`config.mk`:
```
export PLATFORM = sky130hd
export DESIGN_NAME = lcd_bus_receiver
export DESIGN_NICKNAME = d
export VERILOG_FILES = /design/src/rtl/lcd_pkg.sv /design/src/rtl/lcd_char_ram.sv /design/src/rtl/lcd_bus_receiver.sv
export SDC_FILE = /design/constraint.sdc
export NUM_CORES = 1
export LEC_CHECK = 0
export CAP_MARGIN = 40
export CORE_ASPECT_RATIO = 0.5
export CORE_UTILIZATION = 61
export CTS_CLUSTER_DIAMETER = 120
export CTS_CLUSTER_SIZE = 20
export DETAILED_ROUTE_END_ITERATION = 8
export PLACE_DENSITY = 0.8
export SKIP_LAST_GASP = 1
export SYNTH_ARGS = -nofsm -noshare
export SYNTH_HDL_FRONTEND = slang
export SYNTH_SLANG_ARGS = --single-unit
```
`constraint.sdc`:
```
create_clock -name clk -period 3.5 [get_ports clk]
set_clock_uncertainty 0.05 [all_clocks]
set_input_delay 0.525 -clock clk [delete_from_list [all_inputs] [get_ports clk]]
set_output_delay 0.525 -clock clk [all_outputs]
set_load 0.01 [all_outputs]
```
`src/rtl/lcd_pkg.sv`:
```
// Shared definitions for the character-LCD bus receiver.
//   - HD44780 instruction opcode bits (highest set bit selects the command)
//   - two-line DDRAM address map constants and the address step helper
//   - receiver state enum
package lcd_pkg;

  typedef enum logic [1:0] {INIT8, HI, LO, CLEAR} rx_state_e;

  localparam logic [7:0] OP_DDRAM = 8'h80;
  localparam logic [7:0] OP_CGRAM = 8'h40;
  localparam logic [7:0] OP_FUNC  = 8'h20;
  localparam logic [7:0] OP_SHIFT = 8'h10;
  localparam logic [7:0] OP_DISP  = 8'h08;
  localparam logic [7:0] OP_ENTRY = 8'h04;
  localparam logic [7:0] OP_HOME  = 8'h02;
  localparam logic [7:0] OP_CLEAR = 8'h01;
  localparam logic [7:0] FUNC_DL  = 8'h10;

  localparam logic [6:0] LINE2_BASE = 7'h40;
  localparam logic [6:0] LINE1_LAST = 7'h27;
  localparam logic [6:0] LINE2_LAST = 7'h67;
  localparam logic [7:0] CHAR_BLANK = 8'h20;
  localparam logic [4:0] CLR_LAST   = 5'd31;

  // Address counter step on the two-line map: the gaps 0x28..0x3F and
  // 0x68..0x7F are skipped, and the map wraps between the two lines.
  function automatic logic [6:0] addr_step(input logic [6:0] ad, input logic inc);
    logic [6:0] nx;
    if (inc) begin
      if (ad == LINE1_LAST)      nx = LINE2_BASE;
      else if (ad == LINE2_LAST) nx = 7'h00;
      else                       nx = ad + 7'd1;
    end else begin
      if (ad == 7'h00)           nx = LINE2_LAST;
      else if (ad == LINE2_BASE) nx = LINE1_LAST;
      else                       nx = ad - 7'd1;
    end
    return nx;
  endfunction

  // Addresses that do not exist on a two-line panel.
  function automatic logic addr_reserved(input logic [6:0] ad);
    return ((ad > LINE1_LAST) && (ad < LINE2_BASE)) || (ad > LINE2_LAST);
  endfunction

endpackage

```
`src/rtl/lcd_char_ram.sv`:
```
// 32x8 character buffer: one synchronous write port, one registered read
// port. Read-during-write to the same index returns the old contents.
// rdata resets to a blank; array contents are blanked by the owner's
// clear sequence after reset.
//   clk, rst_n       clock, async active-low reset (read register only)
//   we, waddr, wdata write port
//   raddr, rdata     read port, 1-cycle latency
module lcd_char_ram
  import lcd_pkg::*;
(
  input  logic       clk,
  input  logic       rst_n,
  input  logic       we,
  input  logic [4:0] waddr,
  input  logic [7:0] wdata,
  input  logic [4:0] raddr,
  output logic [7:0] rdata
);

  logic [7:0] mem [32];

  always_ff @(posedge clk) begin
    if (we) mem[waddr] <= wdata;
  end

  always_ff @(posedge clk or negedge rst_n) begin
    if (!rst_n) rdata <= CHAR_BLANK;
    else        rdata <= mem[raddr];
  end

endmodule

```
`src/rtl/lcd_bus_receiver.sv`:
```
// Responder for the 4-bit character-LCD write bus. Decodes falling-edge
// strobes into HD44780 instructions/data and mirrors the 2-line display
// into a 32-entry character buffer.
//   bus in:   sf_e, e, rs, rw, d/c/b/a (nibble, d = bit 3)
//   read:     rd_addr -> rd_char (1-cycle latency)
//   stream:   byte_valid pulse, byte_data, byte_rs
//   state:    mode_4bit, ddram_addr, display_on, cursor_on, blink_on,
//             inc_dec, busy (clear in progress), proto_err (sticky)
// Build option: LCD_RX_SYNC_EN adds a 2-flop synchronizer on all bus
// inputs for asynchronous sources (+2 cycles on every strobe latency).
module lcd_bus_receiver
  import lcd_pkg::*;
#(
  parameter int LINE_LEN = 16
) (
  input  logic       clk,
  input  logic       rst_n,
  input  logic       sf_e,
  input  logic       e,
  input  logic       rs,
  input  logic       rw,
  input  logic       d,
  input  logic       c,
  input  logic       b,
  input  logic       a,
  input  logic [4:0] rd_addr,
  output logic [7:0] rd_char,
  output logic       byte_valid,
  output logic [7:0] byte_data,
  output logic       byte_rs,
  output logic       mode_4bit,
  output logic [6:0] ddram_addr,
  output logic       display_on,
  output logic       cursor_on,
  output logic       blink_on,
  output logic       inc_dec,
  output logic       busy,
  output logic       proto_err
);

  localparam logic [6:0] LL = 7'(LINE_LEN);

  logic [7:0] bus_raw, bus;
  assign bus_raw = {sf_e, e, rs, rw, d, c, b, a};

`ifdef LCD_RX_SYNC_EN
  logic [7:0] sync1, sync2;
  always_ff @(posedge clk or negedge rst_n) begin
    if (!rst_n) begin
      sync1 <= '0;
      sync2 <= '0;
    end else begin
      sync1 <= bus_raw;
      sync2 <= sync1;
    end
  end
  assign bus = sync2;
`else
  assign bus = bus_raw;
`endif

  logic       bus_sf_e, bus_e, bus_rs, bus_rw;
  logic [3:0] nib;
  assign {bus_sf_e, bus_e, bus_rs, bus_rw, nib} = bus;

  logic       e_q, strobe;
  rx_state_e  state;
  logic [3:0] hi_nib;
  logic       hi_rs;
  logic       clr_start;
  logic [4:0] clr_cnt;
  logic [7:0] asm_byte;
  logic       we;
  logic [4:0] waddr;
  logic [7:0] wdata;

  assign strobe   = e_q & ~bus_e & bus_sf_e & ~bus_rw;
  assign asm_byte = {hi_nib, nib};

  function automatic logic visible(input logic [6:0] ad);
    return (ad < LL) || ((ad >= LINE2_BASE) && (ad < LINE2_BASE + LL));
  endfunction

  // Clear sequence owns the write port; otherwise a data byte landing on a
  // visible address is written. Line is selected by address bit 6.
  always_comb begin
    we    = 1'b0;
    waddr = '0;
    wdata = '0;
    if (busy) begin
      we    = 1'b1;
      waddr = clr_cnt;
      wdata = CHAR_BLANK;
    end else if (strobe && !clr_start && state == LO && bus_rs && visible(ddram_addr)) begin
      we    = 1'b1;
      waddr = {ddram_addr[6], ddram_addr[3:0]};
      wdata = asm_byte;
    end
  end

  always_ff @(posedge clk or negedge rst_n) begin
    if (!rst_n) e_q <= 1'b0;
    else        e_q <= bus_e;
  end

  always_ff @(posedge clk or negedge rst_n) begin
    if (!rst_n) begin
      state      <= INIT8;
      hi_nib     <= '0;
      hi_rs      <= 1'b0;
      clr_start  <= 1'b1;  // blank the buffer once after every reset
      clr_cnt    <= '0;
      byte_valid <= 1'b0;
      byte_data  <= '0;
      byte_rs    <= 1'b0;
      mode_4bit  <= 1'b0;
      ddram_addr <= '0;
      display_on <= 1'b0;
      cursor_on  <= 1'b0;
      blink_on   <= 1'b0;
      inc_dec    <= 1'b1;
      busy       <= 1'b0;
      proto_err  <= 1'b0;
    end else begin
      byte_valid <= 1'b0;
      if (clr_start) begin
        clr_start <= 1'b0;
        busy      <= 1'b1;
        clr_cnt   <= '0;
      end else if (busy) begin
        clr_cnt <= clr_cnt + 5'd1;
        if (clr_cnt == CLR_LAST) begin
          busy <= 1'b0;
          if (state == CLEAR) state <= HI;
        end
      end

      if (strobe) begin
        if (busy || clr_start || state == CLEAR) begin
          proto_err <= 1'b1;  // controller cannot accept writes while clearing
        end else begin
          unique case (state)
            INIT8: begin
              if (nib == 4'h2 && !bus_rs) begin
                state     <= HI;
                mode_4bit <= 1'b1;
              end else if (nib != 4'h3) begin
                proto_err <= 1'b1;
              end
            end
            HI: begin
              hi_nib <= nib;
              hi_rs  <= bus_rs;
              state  <= LO;
            end
            LO: begin
              state      <= HI;
              byte_valid <= 1'b1;
              byte_data  <= asm_byte;
              byte_rs    <= bus_rs;
              if (bus_rs != hi_rs) proto_err <= 1'b1;
              if (bus_rs) begin
                ddram_addr <= addr_step(ddram_addr, inc_dec);
              end else if ((asm_byte & OP_DDRAM) != 0) begin
                ddram_addr <= asm_byte[6:0];
                if (addr_reserved(asm_byte[6:0])) proto_err <= 1'b1;
              end else if ((asm_byte & OP_CGRAM) != 0) begin
                // CGRAM not modelled
              end else if ((asm_byte & OP_FUNC) != 0) begin
                if ((asm_byte & FUNC_DL) != 0) begin
                  state     <= INIT8;
                  mode_4bit <= 1'b0;
                end
              end else if ((asm_byte & OP_SHIFT) != 0) begin
                // shifts do not alter the buffer mirror
              end else if ((asm_byte & OP_DISP) != 0) begin
                {display_on, cursor_on, blink_on} <= asm_byte[2:0];
              end else if ((asm_byte & OP_ENTRY) != 0) begin
                inc_dec <= asm_byte[1];
              end else if ((asm_byte & OP_HOME) != 0) begin
                ddram_addr <= '0;
              end else if ((asm_byte & OP_CLEAR) != 0) begin
                ddram_addr <= '0;
                inc_dec    <= 1'b1;
                state      <= CLEAR;
                busy       <= 1'b1;
                clr_cnt    <= '0;
              end
            end
            default: ;
          endcase
        end
      end
    end
  end

  lcd_char_ram u_ram (
    .clk   (clk),
    .rst_n (rst_n),
    .we    (we),
    .waddr (waddr),
    .wdata (wdata),
    .raddr (rd_addr),
    .rdata (rd_char)
  );

endmodule

```
==> results of run 1 <==
path summary, 6_finish.rpt:
check                                            endpoint  slack, ns  cells past startpoint
worst max-delay path            u_ram.mem[8][0]$_DFFE_PP_       0.42                      6
max in group asynchronous            clr_cnt[1]$_DFF_PN0_       2.28                      4
min in group clk                 byte_data[0]$_DFFE_PN0P_       0.43                      2
worst max register to register  u_ram.mem[8][0]$_DFFE_PP_       0.42                      6
worst min-delay path             u_ram.rdata[7]$_DFF_PN0_       0.40                      2
worst min register to register   byte_data[0]$_DFFE_PN0P_       0.43                      2
registers in the layout (all words and copies together) (netlist names):
name,cells
u_ram.rdata,8
ddram_addr,7
inc_dec,1
clr_start,1
byte_rs,1
e_q,1
clr_cnt,5
display_on,1
state,2
blink_on,1
byte_data,8
proto_err,1
hi_nib,4
cursor_on,1
byte_valid,1
hi_rs,1
mode_4bit,1
busy,1
u_ram.mem,256
through the flow:
stage	utilization [%]	hold slack (ns)	TNS, ns	std cells
final	71.6	0.401	0	1082
after CTS	71.6	0.373	0	1082
after global placement	68.6	0.410	-1.87	1043
after global routing	71.6	0.412	0	1082
after floorplan	-	0.179	0	714
after detailed placement	68.8	0.354	-0.346	1048
layout make-up:
| class | count | area [sq um] |
|---|---|---|
| fill | 1171 | 5580 |
| clock inverter | 1 | 20.0 |
| sequential | 302 | 8840 |
| timing repair buffer | 113 | 996 |
| inverter | 10 | 37.5 |
| clock buffer | 32 | 524 |
| tap | 266 | 333 |
| multi-input combinational | 358 | 3310 |
report_power, final:
| group | switching, W | internal (W) |
|---|---|---|
| Clock | 0.00113 | 0.00104 |
| Sequential | 0.0000225 | 0.00391 |
| Combinational | 0.000189 | 0.000140 |
| Total | 0.00134 | 0.00509 |
cells in the final DEF, fill, tap and decap left out, drive strengths merged, types with 5 or more instances in the layout:
cell / n
or3b: 7
mux4: 64
nor3: 22
a21oi: 11
o21ai: 10
clkdlybuf4s50: 43
nand2: 38
inv: 10
nor2: 24
o211ai: 6
nand4: 6
mux2: 9
edfxtp: 256
and3: 9
or3: 5
buf: 69
nor2b: 5
clkbuf: 32
nor4: 27
o22ai: 36
dfrtp: 43
nand3: 6
what timing repair did:
item                      CTS  global route
hold buffers                1             0
setup buffers               0             0
hold endpoints to repair    4             0
gates resized for setup     0             0
metal layers:
metal / routed length (microns) / vias to the layer above / global-route usage, %
met3: 2890 / 70 / 4.01
met1: 11300 / 3675 / 40.4
met4: 685 / 0 / 6.54
met5: 0 / - / 0
li1: - / 3082 / -
met2: 13700 / 517 / 46.2
logic make-up (layout without fill, tap and decap cells):
group | count (synthesis) | in the layout
xor+xnor | 4 | 4
buf+inv | 54 | 156
fa+ha+maj | 4 | 4
mux | 77 | 77
compound gates | 96 | 96
flops | 302 | 302
other cells | 1 | 1
simple gates | 176 | 176
==> key figures, run 1 <==
Synth
  – Number of distinct standard cells referenced by the synthesized netlist: 68
  – Seq/Total Area, Yosys: a little under three quarters
  – Compound-Gate Fraction of Synth Area: under 10%
  – Syn Area/Cell: ~17 sq um
  – Count of flip-flops with a built-in enable after synthesis: roughly 260
  – Synthesized net count: around 730
  – Multiplexer fraction of the synthesized cell area: 12.8%
  – Total standard cell area after synthesis: roughly 12000 sq um
  – Arithmetic-cell share of the synthesized area counting full adders, half adders and majority gates: less than 1%
  – Xor and xnor fraction of the mapped netlist area: 0.283%
  – Fraction of post-synthesis cell area in the top cell type by area: 62.1%
  – Count leader, synth: edfxtp_1
  – Number of storage elements in the synthesis netlist: just over 300
  – Cell accounting for the most synthesized area: edfxtp_1
  – Gate Count Post-Synth: a little over 700
  – Leading post-synthesis cells by instance count: edfxtp_1 (256), mux4_2 (64), dfrtp_1 (43), nand2_1 (38), o22ai_1 (36)
  – Cells taking the most area after synthesis: edfxtp_1 (62%), mux4_2 (12%), dfrtp_1 (8.7%)
  – Synthesized-area fraction occupied by and/or/nand/nor cells: under 10%
  – Share of flip-flops with an asynchronous set or reset after synthesis: between 10% and 20%
  – Yosys warning count: 0
  – Main combinational cell family by area after synthesis: multiplexers
  – Primary flip-flop cell chosen by synthesis mapping: edfxtp_1

Layout
  – Ant diodes: 0
  – Final nets: approximately 820
  – Layout cells sized above 1: between 20 and 25%
  – Area growth from synthesis to layout: 13.7%
  – Final non-filler cell area: 14100 sq um

Die
  – Area enclosed by the die boundary: about 21000 sq um
  – Top Ports: 47
  – Initial standard-cell utilization of the core: 63.0%
  – Area inside the core boundary: approximately 20000 sq um
  – Site Rows: 36
  – Height of the die: between 100 and 150 microns
  – Die width: 203 microns

Timing
  – Slew at the pin closest to its max-slew limit: between 0.9 and 1 ns
  – Shortest clock period the worst path allows after layout: between 3 and 4 ns
  – Final-report setup violation count: 0
  – Max-slew headroom at the worst pin: ~34%
  – Setup WS post-layout: between 0.4 and 0.5 ns
  – Unrepaired setup endpoints after global routing: false
  – Final-report hold violation count: 0
  – Fin crit share: between 80% and 90%
  – Achievable frequency: roughly 320 MHz
  – Max-slew violation total from the final report: 0

Power
  – Leakage power figure: between 4 and 5 nW
  – Post-route total power: 0.00643 W
  – Power density over the cells: 457 nW/um^2
  – IR Drop Worst-Case VDD: between 0.3 and 0.4 mV

Critical path
  – Cell Chain, Critical Path: or3b_1 -> buf_4 -> nor4_1 -> a22oi_1 -> nor4_1 -> buf_4
  – Buffering stage count on the worst path with inverters included: 2
  – Critical path startpoint category: register
  – Endpoint kind of the worst setup timing path: register
  – Critical Path Slowest Stage Cell: dfrtp_1
  – Slowest Stage Delay on Critical Path: 0.51 ns
  – Beginning of the worst register-to-register path: ddram_addr[5]$_DFFE_PN0P_
  – Crit path launch: ddram_addr[5]$_DFFE_PN0P_
  – Critical path start-end classification: reg2reg
  – Required time of the worst setup path: roughly 3.7 ns
  – Cell family contributing the most delay on the critical path: simple AND/OR/NAND/NOR gates
  – Data arrival, critical path: around 3.2 ns
  – CP max FO: 10

Place
  – Weighted congestion at the end of routability-driven global placement: approximately 0.86
  – Placed inst area: approximately 14000 sq um
  – Port Buf Inserts: 46
  – Pre-CTS worst setup slack: -0.0434 ns
  – Half-perimeter wire length of the detailed placement result: around 18000 microns

Route
  – Detailed router's first-iteration violation count: ~870
  – Iteration count of the initial detailed-routing pass: 7
  – Final routed wirelength across all metal layers: roughly 29000 microns
  – Total via count after detailed routing: between 7000 and 8000
  – Wire length per cell after detailed routing: around 26 microns
  – Detailed-route DRC error count: 0
  – Number of vias per cell after detailed routing: between 6 and 7
  – Detail Route Antenna Nets: 0

GRT
  – All-Layer GR Usage: about 28%
  – Antenna violations before repair: 0
  – Remaining global-route overflow: 0
  – Vias in the first global route: ~7000
  – Wire length of the first global-routing pass: about 43000 microns
  – Maximum number of pins on one net before global-route repair: 33

Min path
  – Type of the most critical hold path: in2async

Clock network
  – TritonCTS Sinks: approximately 300
  – Clock transition at the registers of the reported paths: approximately 0.080 ns
  – CTS tree: yes
  – Depth of the CTS H-tree: 1
  – Buffer cell driving the clock tree root: clkbuf_16
  – Clock latency on the worst-skew pair: 0.50 ns
  – Maximum buffer depth of the clock tree: 3
  – Cts bufs inserted: 19

Run
  – Max-cap violations: 0

Status
  – Result of the run: completed
(Power assumes the default switching activity.)
==> inputs of run 2 (changes only) <==
--- a/config.mk
+++ b/config.mk
@@ -13,6 +13,7 @@
 export DETAILED_ROUTE_END_ITERATION = 8
 export PLACE_DENSITY = 0.8
 export SKIP_LAST_GASP = 1
+export SLEW_MARGIN = 20
 export SYNTH_ARGS = -nofsm -noshare
 export SYNTH_HDL_FRONTEND = slang
 export SYNTH_SLANG_ARGS = --single-unit
==> key figures, run 2 (same netlist as run 1, synthesis figures left out) <==
Status
  – Result of the run: completed

Place
  – Pre-CTS worst setup slack: -0.0481 ns
  – Weighted congestion at the end of routability-driven global placement: around 0.86
  – Half-perimeter wire length of the detailed placement result: approximately 18000 microns
  – Port Buf Inserts: 46

GRT
  – Maximum number of pins on one net before global-route repair: 33
  – Vias in the first global route: a little over 7000
  – Wire length of the first global-routing pass: 43400 microns
  – Antenna violations before repair: 0
  – All-Layer GR Usage: 28.5%
  – Remaining global-route overflow: 0

Timing
  – Final-report hold violation count: 0
  – Final-report setup violation count: 0
  – Fin crit share: 87.5%
  – Max-slew violation total from the final report: 0
  – Shortest clock period the worst path allows after layout: 3.06 ns
  – Unrepaired setup endpoints after global routing: false
  – Slew at the pin closest to its max-slew limit: just over 1 ns
  – Max-slew headroom at the worst pin: between 30% and 40%
  – Achievable frequency: around 330 MHz
  – Setup WS post-layout: 0.437 ns

Min path
  – Type of the most critical hold path: in2async

Critical path
  – Slowest Stage Delay on Critical Path: 0.50 ns
  – Endpoint kind of the worst setup timing path: register
  – Required time of the worst setup path: around 3.7 ns
  – Critical path startpoint category: primary input
  – Cell Chain, Critical Path: clkdlybuf4s50_1 -> or3b_1 -> buf_4 -> nor4_1 -> a22oi_1 -> nor4_1 -> buf_4
  – Cell family contributing the most delay on the critical path: simple AND/OR/NAND/NOR gates
  – Critical Path Slowest Stage Cell: clkdlybuf4s50_1
  – CP max FO: 8
  – Data arrival, critical path: ~3.2 ns
  – Critical path start-end classification: in2reg
  – Buffering stage count on the worst path with inverters included: 3

Run
  – Max-cap violations: 0

Route
  – Detailed-route DRC error count: 0
  – Total via count after detailed routing: between 7000 and 8000
  – Detailed router's first-iteration violation count: between 700 and 800
  – Final routed wirelength across all metal layers: between 20000 and 30000 microns
  – Number of vias per cell after detailed routing: between 6 and 7
  – Wire length per cell after detailed routing: approximately 27 microns
  – Iteration count of the initial detailed-routing pass: 6
  – Detail Route Antenna Nets: 0

Clock network
  – TritonCTS Sinks: between 300 and 400
  – Cts bufs inserted: 19
  – Number of setup buffers added after CTS: 0
  – CTS tree: yes
  – Total of cells resized after clock tree synthesis: 0
  – Buffer cell driving the clock tree root: clkbuf_16
  – Depth of the CTS H-tree: 1
  – Clock transition at the registers of the reported paths: approximately 0.080 ns
  – Clock latency on the worst-skew pair: around 0.5 ns
  – Maximum buffer depth of the clock tree: 3

Layout
  – Most frequent standard cell in the layout excluding fill and tap cells: edfxtp_1
  – Ant diodes: 0
  – Largest registers: u_ram.mem x256, byte_data x8, u_ram.rdata x8
  – Flip-flop count of the largest register, all copies and words added: about 260
  – Area growth from synthesis to layout: 13.7%
  – Reg with most FFs: u_ram.mem
  – Layout cells sized above 1: ~22%
  – Top library cells by usage in the layout, fill and taps aside: edfxtp_1 (256), mux4_2 (64), buf_4 (59)
  – Final nets: approximately 820

Die
  – Height of the die: approximately 100 microns
  – Area enclosed by the die boundary: 20900 sq um
  – Site Rows: 36
  – Die width: ~200 microns
  – Area inside the core boundary: 19600 sq um
  – Initial standard-cell utilization of the core: about 63%
  – Top Ports: 47

Power
  – Power density over the cells: 457 nW/um^2
  – IR Drop Worst-Case VDD: approximately 0.3 mV
  – Post-route total power: between 0.006 and 0.007 W
  – Leakage power figure: 4.84 nW
==> run 2: layer usage <==
metal / part of all wire, % / vias to the layer above / wire (microns) / GRT usage, %
li1: - / 3095 / - / -
met1: 40 / 3791 / 11400 / 41.1
met2: 48 / 444 / 13900 / 45.9
met3: 9.7 / 58 / 2790 / 5.34
met4: 2.4 / 0 / 689 / 7.58
met5: 0 / - / 0 / 0
==> run 2: where the power goes <==
part	leakage, nW	switching, W	internal [W]
sequential	3.01	0.0000208	0.00390
combinational	1.56	0.000188	0.000140
clock	0.264	0.00113	0.00105
total	4.84	0.00134	0.00509
==> run 2: final timing paths <==
kind | to | cells after the start | from | slack [ns]
setup / recovery | u_ram.mem[8][7]$_DFFE_PP_ | 7 | rs | 0.44
hold / removal | u_ram.rdata[7]$_DFF_PN0_ | 2 | rst_n | 0.35
setup reg to reg | u_ram.mem[8][7]$_DFFE_PP_ | 6 | ddram_addr[5]$_DFFE_PN0P_ | 0.44
hold reg to reg | byte_data[0]$_DFFE_PN0P_ | 2 | byte_data[0]$_DFFE_PN0P_ | 0.43
max in group asynchronous | ddram_addr[5]$_DFFE_PN0P_ | 4 | rst_n | 2.34
min in group clk | byte_data[0]$_DFFE_PN0P_ | 2 | byte_data[0]$_DFFE_PN0P_ | 0.43
==> run 2: final cells by class <==
class | count | area (sq um)
tap | 266 | 333
multi-input combinational | 358 | 3310
inverter | 10 | 37.5
clock inverter | 2 | 28.8
sequential | 302 | 8840
clock buffer | 32 | 524
fill | 1190 | 5570
timing repair buffer | 112 | 988
==> run 2: metrics by stage <==
stage,setup TNS [ns],std cells,utilization [%],hold WS [ns],area [sq um]
floorplan,0,714,-,0.179,12400
global placement,-1.87,1043,68.6,0.410,13500
detailed placement,-0.383,1047,68.8,0.354,13500
CTS,0,1082,71.6,0.353,14100
global route,0,1082,71.6,0.387,14100
finish,0,1082,71.6,0.347,14100
==> run 2: what timing repair did <==
item	in CTS	in global routing
hold buffers	1	0
hold endpoints to repair	4	0
setup endpoints to repair	0	0
